[src/rtl/elevator_pkg.sv]
// Shared elevator definitions: default floor count, floor index width helper,
// call direction encoding and hall-call dispatch FSM states.
package elevator_pkg;

  localparam int DEFAULT_NUM_FLOORS = 8;

  function automatic int floor_width(input int num_floors);
    return (num_floors < 2) ? 1 : $clog2(num_floors);
  endfunction

  typedef enum logic {
    DIR_DOWN = 1'b0,
    DIR_UP   = 1'b1
  } dir_e;

  typedef enum logic {
    ST_IDLE  = 1'b0,
    ST_OFFER = 1'b1
  } state_e;

endpackage

[src/rtl/rr_slot_picker.sv]
// Round-robin search: first eligible slot at or after the pointer, wrapping.
module rr_slot_picker
  import elevator_pkg::*;
#(
  parameter  int NUM_SLOTS = 2 * DEFAULT_NUM_FLOORS,
  localparam int SLOT_W    = $clog2(NUM_SLOTS)
) (
  input  logic [NUM_SLOTS-1:0] eligible,
  input  logic [SLOT_W-1:0]    ptr,
  output logic [SLOT_W-1:0]    slot,
  output logic                 found
);

  logic [SLOT_W-1:0] cand;

  // Scan from the farthest offset down so the nearest eligible slot wins.
  always_comb begin
    found = 1'b0;
    slot  = ptr;
    cand  = '0;
    for (int i = NUM_SLOTS - 1; i >= 0; i--) begin
      cand = SLOT_W'((int'(ptr) + i) % NUM_SLOTS);
      if (eligible[cand]) begin
        found = 1'b1;
        slot  = cand;
      end
    end
  end

endmodule

[src/rtl/hall_call_registrar.sv]
// Hall call registrar: latches hall button presses into per-direction pending
// calls, lights the panel, and offers calls to the dispatcher round-robin.
module hall_call_registrar
  import elevator_pkg::*;
#(
  parameter  int NUM_FLOORS = DEFAULT_NUM_FLOORS,
  localparam int FLOOR_W    = floor_width(NUM_FLOORS)
) (
  input  logic                  clk,
  input  logic                  reset,
  input  logic [NUM_FLOORS-1:0] hall_request,
  input  logic [NUM_FLOORS-1:0] hall_dir_up_ndown,
  output logic [NUM_FLOORS-1:0] hall_ack,
  output logic [NUM_FLOORS-1:0] call_up_pending,
  output logic [NUM_FLOORS-1:0] call_down_pending,
  output logic                  dispatch_valid,
  output logic [FLOOR_W-1:0]    dispatch_floor,
  output logic                  dispatch_dir_up,
  input  logic                  dispatch_ready,
  input  logic                  service_valid,
  input  logic [FLOOR_W-1:0]    service_floor,
  input  logic                  service_dir_up
);

  localparam int NUM_SLOTS = 2 * NUM_FLOORS;
  localparam int SLOT_W    = $clog2(NUM_SLOTS);

  logic [NUM_FLOORS-1:0] req_p1, armed_p1, req_rise;
  logic [NUM_SLOTS-1:0]  pending, dispatched, eligible;
  logic [NUM_SLOTS-1:0]  set_slot, clr_slot, accept_mask;
  logic [SLOT_W-1:0]     ptr, offer_slot, pick_slot, ptr_nxt;
  logic                  pick_found, accept, withdraw;
  state_e                state, state_nxt;

  // A button held through reset stays disarmed until it has been seen low.
  assign req_rise = hall_request & ~req_p1 & armed_p1;

  always_comb begin
    set_slot = '0;
    clr_slot = '0;
    for (int f = 0; f < NUM_FLOORS; f++) begin
      set_slot[2*f+1] = req_rise[f] && (hall_dir_up_ndown[f] == DIR_UP)   && (f != NUM_FLOORS - 1);
      set_slot[2*f]   = req_rise[f] && (hall_dir_up_ndown[f] == DIR_DOWN) && (f != 0);
    end
    if (service_valid && (int'(service_floor) < NUM_FLOORS))
      clr_slot[{service_floor, service_dir_up}] = 1'b1;
  end

  assign eligible    = pending & ~dispatched;
  assign accept      = (state == ST_OFFER) && dispatch_ready;
  assign withdraw    = (state == ST_OFFER) && clr_slot[offer_slot];
  assign accept_mask = accept ? (NUM_SLOTS'(1) << offer_slot) : '0;
  assign ptr_nxt     = (offer_slot == SLOT_W'(NUM_SLOTS - 1)) ? '0 : offer_slot + SLOT_W'(1);

  rr_slot_picker #(.NUM_SLOTS(NUM_SLOTS)) u_picker (
    .eligible (eligible),
    .ptr      (ptr),
    .slot     (pick_slot),
    .found    (pick_found)
  );

  always_comb begin
    state_nxt = state;
    case (state)
      ST_IDLE:  if (pick_found) state_nxt = ST_OFFER;
      ST_OFFER: if (accept || withdraw) state_nxt = ST_IDLE;
      default:  state_nxt = ST_IDLE;
    endcase
  end

  // Service clears take priority over same-cycle requests and acceptance.
  always_ff @(posedge clk) begin
    if (reset) begin
      state      <= ST_IDLE;
      req_p1     <= '0;
      armed_p1   <= ~hall_request;
      pending    <= '0;
      dispatched <= '0;
      ptr        <= '0;
      offer_slot <= '0;
    end else begin
      state      <= state_nxt;
      req_p1     <= hall_request;
      armed_p1   <= armed_p1 | ~hall_request;
      pending    <= (pending | set_slot) & ~clr_slot;
      dispatched <= (dispatched | accept_mask) & ~clr_slot;
      if ((state == ST_IDLE) && pick_found)
        offer_slot <= pick_slot;
      if (accept)
        ptr <= ptr_nxt;
    end
  end

  always_comb begin
    for (int f = 0; f < NUM_FLOORS; f++) begin
      call_up_pending[f]   = pending[2*f+1];
      call_down_pending[f] = pending[2*f];
    end
  end

  assign hall_ack        = call_up_pending | call_down_pending;
  assign dispatch_valid  = (state == ST_OFFER);
  assign dispatch_floor  = offer_slot[SLOT_W-1:1];
  assign dispatch_dir_up = offer_slot[0];

endmodule
[config.mk]
export PLATFORM = sky130hd
export DESIGN_NAME = hall_call_registrar
export DESIGN_NICKNAME = d
export VERILOG_FILES = /design/src/rtl/elevator_pkg.sv /design/src/rtl/rr_slot_picker.sv /design/src/rtl/hall_call_registrar.sv
export SDC_FILE = /design/constraint.sdc
export NUM_CORES = 1
export LEC_CHECK = 0
export ABC_AREA = 1
export ABC_CLOCK_PERIOD_IN_PS = 5600
export CORE_AREA = 2 2 86 88
export DETAILED_ROUTE_END_ITERATION = 6
export DIE_AREA = 0 0 88 90
export PLACE_DENSITY = 0.94
export SETUP_SLACK_MARGIN = 0.02
export SLEW_MARGIN = 10
export SYNTH_ARGS = -nofsm -noshare
export SYNTH_HDL_FRONTEND = slang
export SYNTH_SLANG_ARGS = --single-unit
[constraint.sdc]
create_clock -name clk -period 5.6 [get_ports clk]
set_input_delay 1.4 -clock clk [delete_from_list [all_inputs] [get_ports clk]]
set_output_delay 1.4 -clock clk [all_outputs]
set_load 0.1 [all_outputs]
Yosys cells after proc, flatten, opt, wreduce, memory -nomap -nowiden
Index checks and enable logic that the tools add are counted.
Widths: inputs -> output; s select.
{"block": "word_totals", "register_bits": 57, "inputBits": 24, "out_inout_bits": 29, "elab_cells": 159}
{"block": "classes", "addsub": 16, "order_cmp": 19, "eq_ne": 1, "shifts": 1, "n_mux": 75, "bitwise_logic": 21, "reduce_logical": 19}
{"op": "$lt 4x5->1 const B", "count": 18}
{"op": "$bmux 1 s4", "count": 17}
{"op": "$mux 4", "count": 17}
{"op": "$and 16x16->16", "count": 3}
{"op": "$mux 1", "count": 36}
{"op": "$add 4x4->4 const B", "count": 8}
{"op": "$mux 16", "count": 2}
{"op": "$not 16->16", "count": 2}
{"op": "$logic_and 1x1->1", "count": 18}
{"op": "$add 4x3->4 const B", "count": 4}
{"op": "$and 8x8->8", "count": 2}
{"op": "$not 8->8", "count": 2}
{"op": "$or 16x15->16", "count": 1}
{"op": "$or 16x16->16", "count": 1}
{"op": "$or 8x8->8", "count": 2}
{"op": "$shl 1x4->16 const A", "count": 1}
{"op": "$add 4x1->4 const B", "count": 2}
{"op": "$add 4x2->4 const B", "count": 2}
{"op": "$mux 8", "count": 1}
{"op": "$not 1->1", "count": 8}
{"op": "$demux 1 s4", "count": 1}
{"op": "$eq 4x4->1 const B", "count": 1}
{"op": "$ge 4x1->1 const B", "count": 1}
{"op": "$pmux 1 s2", "count": 1}
{"op": "$logic_or 1x1->1", "count": 1}

Longest topological paths before layout
Gate-level depths: netlist of run 1.
{"block": "logic_depth", "ltp_word": 22, "mapped_depth": 29, "mapped_depth_nobuf": 26}

By module
A second synthesis of run 1 with hierarchy kept.
{"block": "unflattened", "cells_unflattened": 701, "area_unflattened_um2": 4091.4}
{"mod": "hall_call_registrar", "instances": 1, "cells_per_inst": 349, "area_per_inst_um2": 2434.8, "seq_area_each_um2": 1141.1}
{"mod": "rr_slot_picker", "instances": 1, "cells_per_inst": 352, "area_per_inst_um2": 1656.6, "seq_area_each_um2": 0.0}

Worst setup path after synthesis of run 1
Ideal clock, no wire load.
{"block": "synth_path", "path_kind": "register to output", "start": "reg pending[0]", "end": "out hall_ack[0]", "arrival_ps": 1784, "t_required_ps": 4200, "setup_slack_ps": 2416, "path_stages_with_launch": 3, "path_buffers": 0, "cell_sequence": "dfxtp_1 -> inv_1 -> nand2_1"}
{"block": "synth_via", "elab_chain_len": 1}
{"item": "start, declared", "line_no": "hall_call_registrar.sv:29", "text": "logic [NUM_SLOTS-1:0] pending, dispatched, eligible;"}
{"item": "start signal, assigned", "line_no": "hall_call_registrar.sv:85", "text": "pending <= (pending | set_slot) & ~clr_slot;"}
{"item": "$or 8x8->8", "line_no": "hall_call_registrar.sv:101", "text": "assign hall_ack = call_up_pending | call_down_pending;"}
{"item": "end, declared", "line_no": "hall_call_registrar.sv:13", "text": "output logic [NUM_FLOORS-1:0] hall_ack,"}
No other way between the ends.

Final worst setup path of run 1
{"block": "layout_path", "start": "reg ptr[1]", "end": "reg offer_slot[0]"}
{"block": "layout_via", "elab_chain_len": 20, "word_cells_on_any_way": 80, "classes_between": "15 x add/sub; 64 x mux; 1 x reduce/logical"}
{"item": "start, declared", "line_no": "hall_call_registrar.sv:31", "text": "logic [SLOT_W-1:0] ptr, offer_slot, pick_slot, ptr_nxt;"}
{"item": "start signal, assigned", "line_no": "hall_call_registrar.sv:90", "text": "ptr <= ptr_nxt;"}
{"item": "$add 4x4->4", "line_no": "rr_slot_picker.sv:22", "text": "cand = SLOT_W'((int'(ptr) + i) % NUM_SLOTS);"}
{"item": "$bmux 1 s4", "line_no": "rr_slot_picker.sv:23", "text": "if (eligible[cand]) begin"}
{"item": "$mux 1 (implied by the code)", "line_no": "rr_slot_picker.sv:23"}
{"item": "$mux 1 (16 in a row)", "line_no": "rr_slot_picker.sv:23"}
{"item": "$logic_and 1x1->1", "line_no": "hall_call_registrar.sv:87", "text": "if ((state == ST_IDLE) && pick_found)"}
{"item": "end signal, assigned", "line_no": "hall_call_registrar.sv:88", "text": "offer_slot <= pick_slot;"}
{"item": "end, declared", "line_no": "hall_call_registrar.sv:31"}
Parallel ways exist; a longest one is shown, timed or not. The select of a mux whose other input is x is not followed.
A chain may end at the register's enable or synchronous reset.

==> impl_metrics.ini, run 1 <==
[clock_network]
cts_resized = 0
cts_buffers = 9
cts_tree = built
cts-htree-levels = 3
clk_pin_slew_ns = 0.07
clk_latency_ns = 0.36
cts_buffer_depth = 2
postCtsHoldBufs = 0
cts_sinks = 57
root_buffer = clkbuf_8
cts_setup_buffers = 0

[global_route]
grt_use_total_pct = 34.7
grt_pass1_wl_um = 21700
first_global_vias = 4534
gr-total-overflow = 0
antenna_found_initial = 0
grt_max_degree = 32

[placed_design]
dp_cells = 823
gp_congestion = 1.07
postPlaceCellArea_sq_mm = 0.00472
place_ws_ns = 1.97
port_buffers = 52
dp_hpwl_um = 9830

[setup_path]
endpoint_kind = register
worstSetupPathType = reg -> reg
arrival_ns = 4.07
worst-path-max-fanout = 17
startpoint_type = register
worstPathRequired_ns = 5.85
worstRegToRegCells = 15

[floorplan]
die_h_um = 90
chipWidth_um = 88
ios = 53
fp-row-count = 31
initial_core_util_pct = 59.2
die_area_sq_mm = 0.00792
core_area_sq_mm = 0.00702

[sta]
totalNegativeSetupSlack_ns = 0
setup-violations-final = 0
slew_headroom_pct = 34.1
worst_slew_pin_slew_ns = 0.986
period_share_pct = 68.2
post-route-min-period_ns = 3.82
slew_viol_final = 0
max_freq_mhz = 262
setup_ws_ns = 1.78
hold_viol_final = 0
skew_ns = 0.0127
rsz0062_at_grt = false

[drt]
first_pass_iters = 6
wl_per_cell_um = 16.0
dr_total_vias = 4831
drt-total-wl_um = 13400
antenna_left = 0
drc = 0
drt_iter0_drc = 688
vias_per_cell = 5.76

[layout]
final_common_cell = nand2_1
multi_input_area_sq_mm = 0.00248
seq_area_sq_mm = 0.00114
final_cell_mix = nand2_1, inv_1, nand3_1
drive_above_1_share_pct = 8.38
syn_to_final_growth_pct = 19.2
final_cell_count_no_fill = 839
antennaDiodeCount = 0
final_cell_area_sq_mm = 0.00495
fin_nets = 772
fillerInstances = 590

[synthesis]
synth_flop_cell = dfxtp_1
syn_inst = 684
synth_edf_count = 0
ys_warn_count = 0
synth_seq_cells = 57
yosysSeqAreaShare_pct = 27.5
synthArstFlopShare_pct = 0
syn-num-nets = 721
syn_avg_cell_area_sq_um = 6.07
synth.distinct_cells = 39
synth_area_sq_mm = 0.00415

[pwr]
power_density_mw_per_mm2 = 464
p_leak_uw = 0.00241
peakVddDrop_mv = 0.393

[worst_hold_path]
min_path_type = reg -> reg
holdPathStages = 2

[status]
status = finished, final reports clean

[job]
drv_cap = 0
==> cell type report <==
type                       count  share of cell area [%]
multi-input combinational    496                    50.0
sequential                    57                    23.1
timing repair buffer          55                    11.0
inverter                     116                    8.85
clock buffer                  10                    2.78
tap                           99                    2.50
clock inverter                 6                    1.82
==> sequential cells by signal (all words and copies together), names as in the netlist <==
name / count
dispatched: 16
pending: 16
armed_p1: 8
req_p1: 8
offer_slot: 4
ptr: 4
dispatch_valid: 1
==> layer usage <==
layer	part of all wire [%]	wire [um]	track usage, %	vias to the layer above
li1	-	-	-	2292
met1	41	5470	46.0	2189
met2	47	6240	57.0	311
met3	10	1390	6.15	39
met4	2.3	305	10.3	0
met5	0	0	0	-
==> worst max-delay path, stage by stage (launching register included) <==
cell and delay (ns):
dfxtp_1 0.30, buf_4 0.20, inv_1 0.46, ha_1 0.52
inv_1 0.45, nand3_1 0.17, nand3_1 0.11, o21ai_0 0.16
nand2_1 0.11, nand2_1 0.17, nor4_1 0.52, a21oi_2 0.14
inv_1 0.18, a21oi_1 0.10, nand2_1 0.08, inv_1 0.04
==> metrics by stage <==
step	hold WS (ns)	utilization, %	power, uW
6_report	0.450	70.5	2300
5_1_grt	0.479	70.5	2450
4_1_cts	0.452	70.5	2260
3_5_place_dp	0.435	67.3	1800
3_3_place_gp	0.431	67.3	1800
2_1_floorplan	0.419	-	1510
==> logic make-up after synthesis <==
group                      Yosys count  synth area share, %
and+or+nand+nor                    369                 39.5
buffers and inverters              131                 12.9
AOI/OAI and AO/OA                  107                 14.0
DFF                                 57                 27.5
adders and majority gates           13                 3.92
xor gates and xnor gates             7                 2.29
==> worst paths after layout <==
path | startpoint | to | slack, ns
max | ptr[1] | offer_slot[0] | 1.78
min | armed_p1[0] | armed_p1[0] | 0.45
max reg2reg | ptr[1] | offer_slot[0] | 1.78
min reg2reg | armed_p1[0] | armed_p1[0] | 0.45
==> synth_stat cells (2+ instances only) <==
| master | number | share of area [%] |
|---|---|---|
| a211oi_1 | 2 | 0.36 |
| a21oi_1 | 71 | 8.6 |
| a21oi_2 | 3 | 0.63 |
| a31oi_1 | 3 | 0.45 |
| buf_2 | 3 | 0.36 |
| buf_4 | 2 | 0.36 |
| buf_6 | 4 | 1.1 |
| clkbuf_1 | 6 | 0.54 |
| dfxtp_1 | 57 | 27 |
| ha_1 | 13 | 3.9 |
| inv_1 | 108 | 9.8 |
| inv_2 | 7 | 0.63 |
| nand2_1 | 163 | 15 |
| nand2_2 | 7 | 1.1 |
| nand3_1 | 96 | 12 |
| nand3_2 | 5 | 1.2 |
| nand4_1 | 4 | 0.60 |
| nor2_1 | 58 | 5.2 |
| nor3_1 | 17 | 2.0 |
| o21ai_0 | 17 | 2.0 |
| o21ai_1 | 2 | 0.24 |
| o22ai_1 | 2 | 0.30 |
| or2_2 | 15 | 2.3 |
| xor2_1 | 4 | 0.84 |
==> power by group <==
group	leakage, uW	switching, uW	internal (uW)
registers	0.000468	65.2	441
logic	0.00183	926	407
clock network	0.000113	195	264
total	0.00241	1190	1110
(Power assumes the default switching activity.)
==> inputs of run 2 (changes only) <==
Settings changed: ABC_CLOCK_PERIOD_IN_PS 5600 to 3490, CORE_AREA 2 2 86 88 to 2 2 94 96, DIE_AREA 0 0 88 90 to 0 0 96 98, PLACE_DENSITY 0.94 to 0.85.
Clock period 5.6 ns to 3.49 ns, I/O delays scaled along.
==> impl_metrics.ini, run 2 (same netlist as run 1, synthesis figures left out) <==
[sta]
max_freq_mhz = 339
setup_ws_ns = 0.543
skew_ns = 0.0134
worst_slew_pin_slew_ns = 0.571
rsz0062_at_grt = false
post-route-min-period_ns = 2.95
slew_headroom_pct = 61.8
setup-violations-final = 0
period_share_pct = 84.4
hold_viol_final = 0
slew_viol_final = 0
totalNegativeSetupSlack_ns = 0

[floorplan]
chipWidth_um = 96
ios = 53
fp-row-count = 34
die_h_um = 98
core_area_sq_mm = 0.00847
die_area_sq_mm = 0.00941
initial_core_util_pct = 49.1

[drt]
drt_iter0_drc = 390
first_pass_iters = 5
dr_total_vias = 4664
vias_per_cell = 5.47
drc = 0
drt-total-wl_um = 12400
wl_per_cell_um = 14.6
antenna_left = 0

[clock_network]
cts_resized = 0
root_buffer = clkbuf_8
postCtsHoldBufs = 0
cts_setup_buffers = 0
clk_latency_ns = 0.36
cts_tree = built
cts_buffer_depth = 2
cts_sinks = 57
cts-htree-levels = 3
cts_buffers = 9
clk_pin_slew_ns = 0.08

[global_route]
gr-total-overflow = 0
first_global_vias = 4566
antenna_found_initial = 0
grt_pass1_wl_um = 21300
grt_max_degree = 31
grt_use_total_pct = 28.5

[placed_design]
place_ws_ns = 0.550
postPlaceCellArea_sq_mm = 0.00470
dp_cells = 837
dp_hpwl_um = 9700
port_buffers = 52
gp_congestion = 1.02

[setup_path]
worstSetupPathType = reg -> reg
endpoint_kind = register
worstPathRequired_ns = 3.75
startpoint_type = register
arrival_ns = 3.20
worst-path-max-fanout = 9

[layout]
largestRegisters = dispatched x16, pending x16
final_cell_count_no_fill = 853
final_common_cell = nand2_1
final_cell_mix = nand2_1, inv_1, nand3_1
final_cell_area_sq_mm = 0.00490
antennaDiodeCount = 0
syn_to_final_growth_pct = 18.0
fin_nets = 777
fillerInstances = 818
drive_above_1_share_pct = 12.9

[pwr]
peakVddDrop_mv = 0.483
power_density_mw_per_mm2 = 731
p_leak_uw = 0.00247

[job]
drv_cap = 0

[worst_hold_path]
min_path_type = reg -> reg

[status]
status = finished, final reports clean
[run 2: final timing paths]
path               start             to  slack, ns  cells after the start
max               ptr[1]  offer_slot[0]       0.54                     20
max reg2reg       ptr[1]  offer_slot[0]       0.54                     20
min reg2reg  armed_p1[0]    armed_p1[0]       0.45                      2
min          armed_p1[0]    armed_p1[0]       0.45                      2
[run 2: metrics by stage]
step / power, uW / util, % / hold WS (ns)
floorplan: 2430 / - / 0.419
global placement: 2870 / 55.5 / 0.429
detailed placement: 2900 / 55.5 / 0.440
CTS: 3550 / 57.9 / 0.457
global route: 3890 / 57.9 / 0.480
finish: 3580 / 57.9 / 0.452
[run 2: layout make-up]
cell class                      instances  area [sq um]  area share, %
Multi-Input combinational cell        496          2480           50.5
Sequential cell                        57          1140           23.3
Timing Repair Buffer                   60           508           10.4
Inverter                              116           438           8.94
Tap cell                              108           135           2.76
Clock buffer                            9           124           2.53
Clock inverter                          7          77.6           1.58
[run 2: critical path, stage by stage, from the launching register on]
cell	delay (ns)
dfxtp_1	0.33
inv_1	0.05
buf_4	0.18
ha_1	0.46
inv_1	0.20
o21ai_0	0.41
nand2_1	0.17
nand2_2	0.16
a21oi_1	0.06
o21bai_1	0.13
nand2_1	0.07
nand2_1	0.06
nand2_1	0.05
nand2_1	0.06
nand2_1	0.05
nand2_1	0.07
nand2_2	0.06
nand3_1	0.08
nand3_1	0.09
nand2_1	0.07
inv_1	0.03
[run 2: power breakdown]
group,total [uW],leakage [uW],switching [uW],internal [uW]
clock,643,0.000100,308,335
combinational,2140,0.00190,1480,657
sequential,799,0.000468,91.2,708
[run 2: layer usage]
| metal | share of wire (%) | routed length (um) | global-route usage, % |
|---|---|---|---|
| met1 | 43 | 5290 | 36.6 |
| met2 | 47 | 5900 | 47.9 |
| met3 | 8.2 | 1020 | 5.32 |
| met4 | 1.8 | 219 | 8.46 |
| met5 | 0 | 0 | 0 |
